## src/rtl/qpsk_pkg.sv

```systemverilog
// QPSK demodulator shared constants and state encoding.
// Frame: 11 symbols x 40 samples, 2 bits per symbol plus one pad bit.
package qpsk_pkg;

  localparam int SAMPLES_PER_SYM = 40;
  localparam int SYMS_PER_FRAME  = 11;
  localparam int DATA_W          = 21;
  localparam int SHREG_W         = 2 * SYMS_PER_FRAME;
  localparam logic [15:0] MIDSCALE = 16'd32768;

  typedef enum logic [1:0] {
    ACC,
    DECIDE,
    OUT
  } demod_state_e;

endpackage

```

## src/rtl/qpsk_demod_if.sv

```systemverilog
// Sample-in / word-out handshake bundle of the QPSK demodulator.
// slave is the demodulator view, master the source/host view.
interface qpsk_demod_if;
  import qpsk_pkg::*;

  logic [15:0]       indata;
  logic              inwrite;
  logic              waitwrite;
  logic              frame_end;
  logic [DATA_W-1:0] outdata;
  logic              outvalid;
  logic              outack;
  logic              sync_err;

  modport slave (
    input  indata, inwrite, frame_end, outack,
    output waitwrite, outdata, outvalid, sync_err
  );

  modport master (
    output indata, inwrite, frame_end, outack,
    input  waitwrite, outdata, outvalid, sync_err
  );

endinterface

```

## src/rtl/qpsk_ref_lut.sv

```systemverilog
// Reference carrier table: cos/sin of 9 deg * index, index 0..39.
// sin[n] is read as cos[(n+30) mod 40], so one table serves both.
module qpsk_ref_lut #(
  parameter int COEF_W = 16
) (
  input  logic [5:0]               index,
  output logic signed [COEF_W-1:0] cos_c,
  output logic signed [COEF_W-1:0] sin_c
);

  // round(32767 * cos(9 deg * k))
  function automatic logic signed [15:0] cos_tab(
    input logic [5:0] k
  );
    case (k)
      6'd0:  return  16'sd32767;
      6'd1:  return  16'sd32364;
      6'd2:  return  16'sd31163;
      6'd3:  return  16'sd29196;
      6'd4:  return  16'sd26509;
      6'd5:  return  16'sd23170;
      6'd6:  return  16'sd19260;
      6'd7:  return  16'sd14876;
      6'd8:  return  16'sd10126;
      6'd9:  return  16'sd5126;
      6'd10: return  16'sd0;
      6'd11: return -16'sd5126;
      6'd12: return -16'sd10126;
      6'd13: return -16'sd14876;
      6'd14: return -16'sd19260;
      6'd15: return -16'sd23170;
      6'd16: return -16'sd26509;
      6'd17: return -16'sd29196;
      6'd18: return -16'sd31163;
      6'd19: return -16'sd32364;
      6'd20: return -16'sd32767;
      6'd21: return -16'sd32364;
      6'd22: return -16'sd31163;
      6'd23: return -16'sd29196;
      6'd24: return -16'sd26509;
      6'd25: return -16'sd23170;
      6'd26: return -16'sd19260;
      6'd27: return -16'sd14876;
      6'd28: return -16'sd10126;
      6'd29: return -16'sd5126;
      6'd30: return  16'sd0;
      6'd31: return  16'sd5126;
      6'd32: return  16'sd10126;
      6'd33: return  16'sd14876;
      6'd34: return  16'sd19260;
      6'd35: return  16'sd23170;
      6'd36: return  16'sd26509;
      6'd37: return  16'sd29196;
      6'd38: return  16'sd31163;
      6'd39: return  16'sd32364;
      default: return 16'sd0;
    endcase
  endfunction

  logic [5:0] sidx;

  always_comb begin
    sidx  = (index >= 6'd10) ? index - 6'd10
                             : index + 6'd30;
    cos_c = COEF_W'(cos_tab(index));
    sin_c = COEF_W'(cos_tab(sidx));
  end

endmodule

```

## src/rtl/qpsk_demod.sv

```systemverilog
// QPSK demodulator: per-symbol I/Q correlation, quadrant slicer,
// 21-bit word rebuild held on a valid/ack output.
module qpsk_demod
  import qpsk_pkg::*;
#(
  parameter int COEF_W = 16,
  parameter int ACC_W  = 17 + COEF_W + 6
) (
  input logic         clk,
  input logic         reset,
  qpsk_demod_if.slave bus
);

  localparam int PW = 17 + COEF_W;

  demod_state_e state, state_nx;

  logic [5:0]               sample_cnt;
  logic [3:0]               sym_cnt;
  logic signed [ACC_W-1:0]  acc_i, acc_q;
  logic [SHREG_W-1:0]       shreg;
  logic [DATA_W-1:0]        outdata_q;
  logic                     sync_err_q;

  logic signed [COEF_W-1:0] cos_c, sin_c;
  logic signed [16:0]       x;
  logic signed [PW-1:0]     prod_i, prod_q;
  logic signed [ACC_W-1:0]  ext_i, ext_q;
  logic accept, started, resync, overrun;
  logic last_smp, last_sym, b1, b0;

  qpsk_ref_lut #(.COEF_W(COEF_W)) u_lut (
    .index (sample_cnt),
    .cos_c (cos_c),
    .sin_c (sin_c)
  );

  always_comb begin
    x = $signed({1'b0, bus.indata}
              - {1'b0, MIDSCALE});
    prod_i = PW'(x) * PW'(cos_c);
    prod_q = PW'(x) * PW'(sin_c);
    ext_i  = ACC_W'(prod_i);
    ext_q  = ACC_W'(prod_q);
    accept = bus.inwrite && (state != OUT);
    // any sample of the current frame seen, including this cycle's
    started = accept || (state == DECIDE)
           || (sample_cnt != '0) || (sym_cnt != '0);
    resync  = bus.frame_end && (state != OUT)
           && started;
    overrun  = bus.inwrite && (state == OUT);
    last_smp = sample_cnt == 6'(SAMPLES_PER_SYM - 1);
    last_sym = sym_cnt == 4'(SYMS_PER_FRAME - 1);
    b1 = acc_i[ACC_W-1];
    b0 = acc_i[ACC_W-1] ^ acc_q[ACC_W-1];
  end

  always_ff @(posedge clk) begin
    if (reset) state <= ACC;
    else       state <= state_nx;
  end

  always_comb begin
    state_nx = state;
    unique case (state)
      ACC: begin
        if (resync)
          state_nx = ACC;
        else if (accept && last_smp)
          state_nx = DECIDE;
      end
      DECIDE: begin
        if (resync)        state_nx = ACC;
        else if (last_sym) state_nx = OUT;
        else               state_nx = ACC;
      end
      OUT: begin
        if (bus.outack) state_nx = ACC;
      end
      default: state_nx = ACC;
    endcase
  end

  always_comb begin
    bus.outvalid  = (state == OUT);
    bus.waitwrite = (state != OUT);
    bus.outdata   = outdata_q;
    bus.sync_err  = sync_err_q;
  end

  always_ff @(posedge clk) begin
    if (reset) begin
      acc_i      <= '0;
      acc_q      <= '0;
      sample_cnt <= '0;
      sym_cnt    <= '0;
      shreg      <= '0;
      outdata_q  <= '0;
      sync_err_q <= 1'b0;
    end else begin
      sync_err_q <= resync | overrun;
      if (resync) begin
        acc_i      <= '0;
        acc_q      <= '0;
        sample_cnt <= '0;
        sym_cnt    <= '0;
        shreg      <= '0;
      end else begin
        unique case (state)
          ACC: begin
            if (accept) begin
              acc_i      <= acc_i + ext_i;
              acc_q      <= acc_q + ext_q;
              sample_cnt <= last_smp ? 6'd0
                                     : sample_cnt + 6'd1;
            end
          end
          DECIDE: begin
            shreg   <= {shreg[SHREG_W-3:0], b1, b0};
            sym_cnt <= sym_cnt + 4'd1;
            // a sample arriving now opens the next symbol
            acc_i      <= accept ? ext_i : '0;
            acc_q      <= accept ? ext_q : '0;
            sample_cnt <= accept ? 6'd1 : 6'd0;
            if (last_sym)
              outdata_q <= {shreg[SHREG_W-3:0], b1};
          end
          OUT: begin
            if (bus.outack) sym_cnt <= '0;
          end
          default: ;
        endcase
      end
    end
  end

endmodule

```

## src/flat_wrapper.sv

```systemverilog
// flat-port wrapper written by rule: the top's interface ports become plain ports
module qpsk_demod_flat import qpsk_pkg::*;
#(
  parameter int COEF_W = 16,
  parameter int ACC_W  = 17 + COEF_W + 6
)
  (clk, reset, bus_indata, bus_inwrite, bus_frame_end, bus_outack, bus_waitwrite, bus_outdata, bus_outvalid, bus_sync_err);
  qpsk_demod_if bus_i ();
  input logic clk;
  input logic reset;
  input wire logic [$bits(bus_i.indata)-1:0] bus_indata;
  input wire logic [$bits(bus_i.inwrite)-1:0] bus_inwrite;
  input wire logic [$bits(bus_i.frame_end)-1:0] bus_frame_end;
  input wire logic [$bits(bus_i.outack)-1:0] bus_outack;
  output wire logic [$bits(bus_i.waitwrite)-1:0] bus_waitwrite;
  output wire logic [$bits(bus_i.outdata)-1:0] bus_outdata;
  output wire logic [$bits(bus_i.outvalid)-1:0] bus_outvalid;
  output wire logic [$bits(bus_i.sync_err)-1:0] bus_sync_err;
  assign bus_i.indata = bus_indata;
  assign bus_i.inwrite = bus_inwrite;
  assign bus_i.frame_end = bus_frame_end;
  assign bus_i.outack = bus_outack;
  assign bus_waitwrite = bus_i.waitwrite;
  assign bus_outdata = bus_i.outdata;
  assign bus_outvalid = bus_i.outvalid;
  assign bus_sync_err = bus_i.sync_err;
  qpsk_demod #(.COEF_W(COEF_W), .ACC_W(ACC_W)) u_core (.clk(clk), .reset(reset), .bus(bus_i));
endmodule
```

## config.mk

```make
export PLATFORM = sky130hd
export DESIGN_NAME = qpsk_demod_flat
export DESIGN_NICKNAME = d
export VERILOG_FILES = /design/src/rtl/qpsk_pkg.sv /design/src/rtl/qpsk_demod_if.sv /design/src/rtl/qpsk_ref_lut.sv /design/src/rtl/qpsk_demod.sv /design/src/flat_wrapper.sv
export SDC_FILE = /design/constraint.sdc
export NUM_CORES = 2
export LEC_CHECK = 0
export BUFFER_PORTS_ARGS = -buffer_cell sky130_fd_sc_hd__buf_2
export CELL_PAD_IN_SITES_DETAIL_PLACEMENT = 1
export CELL_PAD_IN_SITES_GLOBAL_PLACEMENT = 2
export CORE_MARGIN = 1.5
export CORE_UTILIZATION = 37
export CTS_CLUSTER_DIAMETER = 80
export DETAILED_ROUTE_END_ITERATION = 8
export PLACE_DENSITY = 0.87
export SYNTH_ARGS = -nofsm -noshare
export SYNTH_HDL_FRONTEND = slang
export SYNTH_SLANG_ARGS = --single-unit
export TNS_END_PERCENT = 100
```

## constraint.sdc

```tcl
create_clock -name clk -period 9.49 [get_ports clk]
set_input_delay 0 -clock clk [delete_from_list [all_inputs] [get_ports clk]]
set_output_delay 0 -clock clk [all_outputs]
set_load 0.02 [all_outputs]
```

==> impl_metrics.json <==
{
  "outcome": "finished with violations",
  "violations": "setup timing",
  "path_clk_slew_ns": 0.09,
  "cp.required_ns": 9.83,
  "critPathMaxStageDelay_ns": 0.57,
  "finalWirelength_um": 105000,
  "cts_tree": "done",
  "use_met3_pct": 2.66,
  "cp_num_buf_inv": 6,
  "synth-edff-count": 0,
  "endpoint": "u_core.acc_q[38]",
  "grt_max_degree": 69,
  "ctsRootBufferMaster": "clkbuf_16",
  "min_path_type": "in2reg",
  "core_mm2": 0.0851,
  "synth_warnings": 0,
  "fin_hold_ws_ns": 0.0322,
  "drive_gt1_share_pct": 16.0,
  "antenna_found_initial": 1,
  "numCtsBuffers": 17,
  "critPathTopFamily": "adder cells",
  "crit_start": "u_core.sample_cnt[0]",
  "post-route-min-period_ns": 9.93,
  "post-route-util_pct": 43.5,
  "wl_per_cell_um": 20.1,
  "hold_viol_final": 0,
  "drtIter0Drc": 1446,
  "setup_slack_ns": -0.441,
  "area_delta_synth_final_pct": 16.5,
  "reg2reg_depth": 39,
  "yosysTopAreaCell": "fa_1",
  "busiest_layer": "met2",
  "drcViolationCount": 0,
  "skew_ns": 0.0215,
  "ys_ff_latch": 148,
  "timing_worst_setup_path_type": "reg2reg",
  "ant_nets": 0,
  "vias_per_cell": 5.28,
  "grt_usage_pct": 24.3,
  "ys_top_cells_by_area": "fa_1 (34%), ha_1 (11%), dfxtp_1 (9.3%)",
  "arrival_ns": 10.27,
  "gp_congestion": 0.875,
  "ys_types": 100,
  "worstSetupPathDepth": 39,
  "die_h_um": 296,
  "drtPass1Iterations": 5,
  "grt_util_met2_pct": 40.4,
  "path_max_fanout": 7,
  "vias": 27500,
  "synth_cells": 3829,
  "avgSynthCellArea_um2": 8.31,
  "relSlewSlack_pct": 33.3,
  "post-route-period-util_pct": 105,
  "floorplan.die_area_mm2": 0.0878,
  "clock-sinks": 148,
  "die_x_um": 296,
  "worstSkewPairLatency_ns": 0.46,
  "endpoint_kind": "register",
  "r2r_start": "u_core.sample_cnt[0]",
  "slowest_stage": "fa_1",
  "grt_pass1_wl_um": 167000,
  "regToRegSetupSlack_ns": -0.44,
  "r2r-end": "u_core.acc_q[38]",
  "max_freq_mhz": 101,
  "slew_viol_final": 0,
  "grt_overflow": 0,
  "async_flop_share_pct": 0,
  "cts_buffer_depth": 2,
  "rsz0062_at_grt": "yes",
  "synth_top_area_share_pct": 33.7,
  "port_buffers": 44,
  "start_util_pct": 37.4,
  "nNetsFinal": 4884,
  "tightestPinTransition_ns": 1.00,
  "synth-seq-area-share_pct": 9.31,
  "critPathLaunchType": "register",
  "htreeDepth": 4,
  "syn_nets": 4657,
  "rows": 107,
  "met1_usage_pct": 33.7,
  "cap_violations": 0,
  "synth_flop_cell": "dfxtp_1",
  "cpMostUsedCell": "fa_1",
  "grt_pass1_vias": 29900,
  "netlist_area_mm2": 0.0318,
  "io_pins": 45,
  "setup_viol": 16,
  "hpwl_um": 82300
}
==> cells by family after synthesis <==
logic type,after synthesis,synth area share [%]
DFF,148,9.31
muxes,12,0.460
and+or+nand+nor,1138,16.8
AOI/OAI and AO/OA,755,15.4
xor gates and xnor gates,137,3.79
adders and majority gates,808,44.4
buffers and inverters,831,9.86
==> cells in the mapped netlist, types with 12 or more instances <==
cell / number
or2_2: 13
nor2_1: 220
clkbuf_1: 168
xnor2_1: 101
a21oi_1: 249
inv_1: 636
a221oi_1: 35
ha_1: 271
fa_1: 536
nand4_1: 15
o21ai_0: 138
a31oi_1: 20
o21bai_1: 24
o21a_1: 26
nor2b_1: 38
o31ai_1: 12
a21o_1: 62
nand2_1: 462
dfxtp_1: 148
nand3_1: 36
xor2_1: 35
o211ai_1: 23
a211oi_1: 36
and2_1: 207
nand2b_1: 50
nor3_1: 53
o21ai_1: 27
==> worst min path at each step <==
| stage | from | to | slack, ns | cells after the start |
|---|---|---|---|---|
| after global placement | bus_outack | u_core.sym_cnt[2] | 0.23 | 2 |
| after CTS | reset | u_core.bus.outdata[3] | 0.02 | 2 |
| final | reset | u_core.bus.outdata[3] | 0.03 | 2 |
| after global routing | reset | u_core.bus.outdata[3] | 0.05 | 2 |
| after detailed placement | bus_outack | u_core.sym_cnt[2] | 0.23 | 2 |
| after floorplan | bus_frame_end | u_core.state[0] | 0.08 | 1 |
==> cell type report <==
| cell class | count | area [µm²] |
|---|---|---|
| Tap cell | 1144 | 1430 |
| Timing Repair Buffer | 399 | 3070 |
| Sequential cell | 148 | 2970 |
| Inverter | 640 | 2410 |
| Clock inverter | 15 | 206 |
| Antenna cell | 2 | 5.00 |
| Multi-Input combinational cell | 2850 | 26600 |
| Fill cell | 10200 | 48100 |
| Clock buffer | 17 | 425 |
==> registers in the layout (all words and copies together) (netlist names) <==
| signal | cells |
|---|---|
| u_core.acc_i | 39 |
| u_core.bus.sync_err | 1 |
| u_core.sample_cnt | 6 |
| u_core.shreg | 20 |
| u_core.acc_q | 39 |
| u_core.u_lut.cos_c | 16 |
| u_core.bus.outdata | 21 |
| u_core.sym_cnt | 4 |
| u_core.state | 2 |
==> worst register-to-register path: cells and delay by family, from the launching register on <==
family / cells / cell delay, ns
flops: 1 / 0.35
compound gates: 13 / 2.85
buf+inv: 6 / 0.47
fa+ha+maj: 9 / 3.72
xor+xnor: 2 / 0.50
simple gates: 7 / 1.07
mux: 2 / 0.88
==> per-stage QoR <==
stage / instances / cell area, µm² / setup slack [ns] / TNS [ns]
2_1_floorplan: 3829 / 32100 / -0.237 / -0.301
3_3_place_gp: 5138 / 35400 / -0.357 / -2.21
3_5_place_dp: 5138 / 35400 / -0.586 / -6.66
4_1_cts: 5200 / 36700 / -0.310 / -1.14
5_1_grt: 5213 / 37100 / -0.802 / -12.04
6_report: 5215 / 37100 / -0.441 / -3.67
==> cells in the final DEF (no fill, tap or decap), types with 17 or more instances in the layout <==
cell type and n:
buf_4 327, xor2_1 33, o211ai_1 23, a21o_1 62, nand2_1 455, o21a_1 26, o21bai_1 23, a221oi_1 33
and2_1 199, nand3_1 35, nor2b_1 34, fa_1 524, o21ai_1 26, inv_1 618, a211oi_1 30, dfxtp_1 143
a31oi_1 17, o21ai_0 127, inv_2 20, ha_1 251, clkbuf_16 17, buf_2 44, a21oi_2 22, nor2_1 201
a21oi_1 226, nand2b_1 48, nor3_1 51, buf_6 17, xnor2_1 95
==> what timing repair did <==
| item | CTS | global route |
|---|---|---|
| hold buffers | 2 | 0 |
| setup buffers | 30 | 14 |
| setup endpoints to repair | 20 | 23 |
| hold endpoints to repair | 7 | 0 |
| gates resized for setup | 113 | 64 |
| gates cloned | 1 | 0 |
| pin swaps | 112 | 47 |
==> metal layers <==
metal	vias to the layer above	routed length [µm]	part of all wire, %
met1	14200	48300	46
li1	12700	-	-
met3	112	4120	3.9
met2	546	50000	48
met4	2	2190	2.1
met5	-	13	0.012
Power is not shown: default switching activity piles up to over one toggle a cycle in this logic, so the estimate is an artifact.
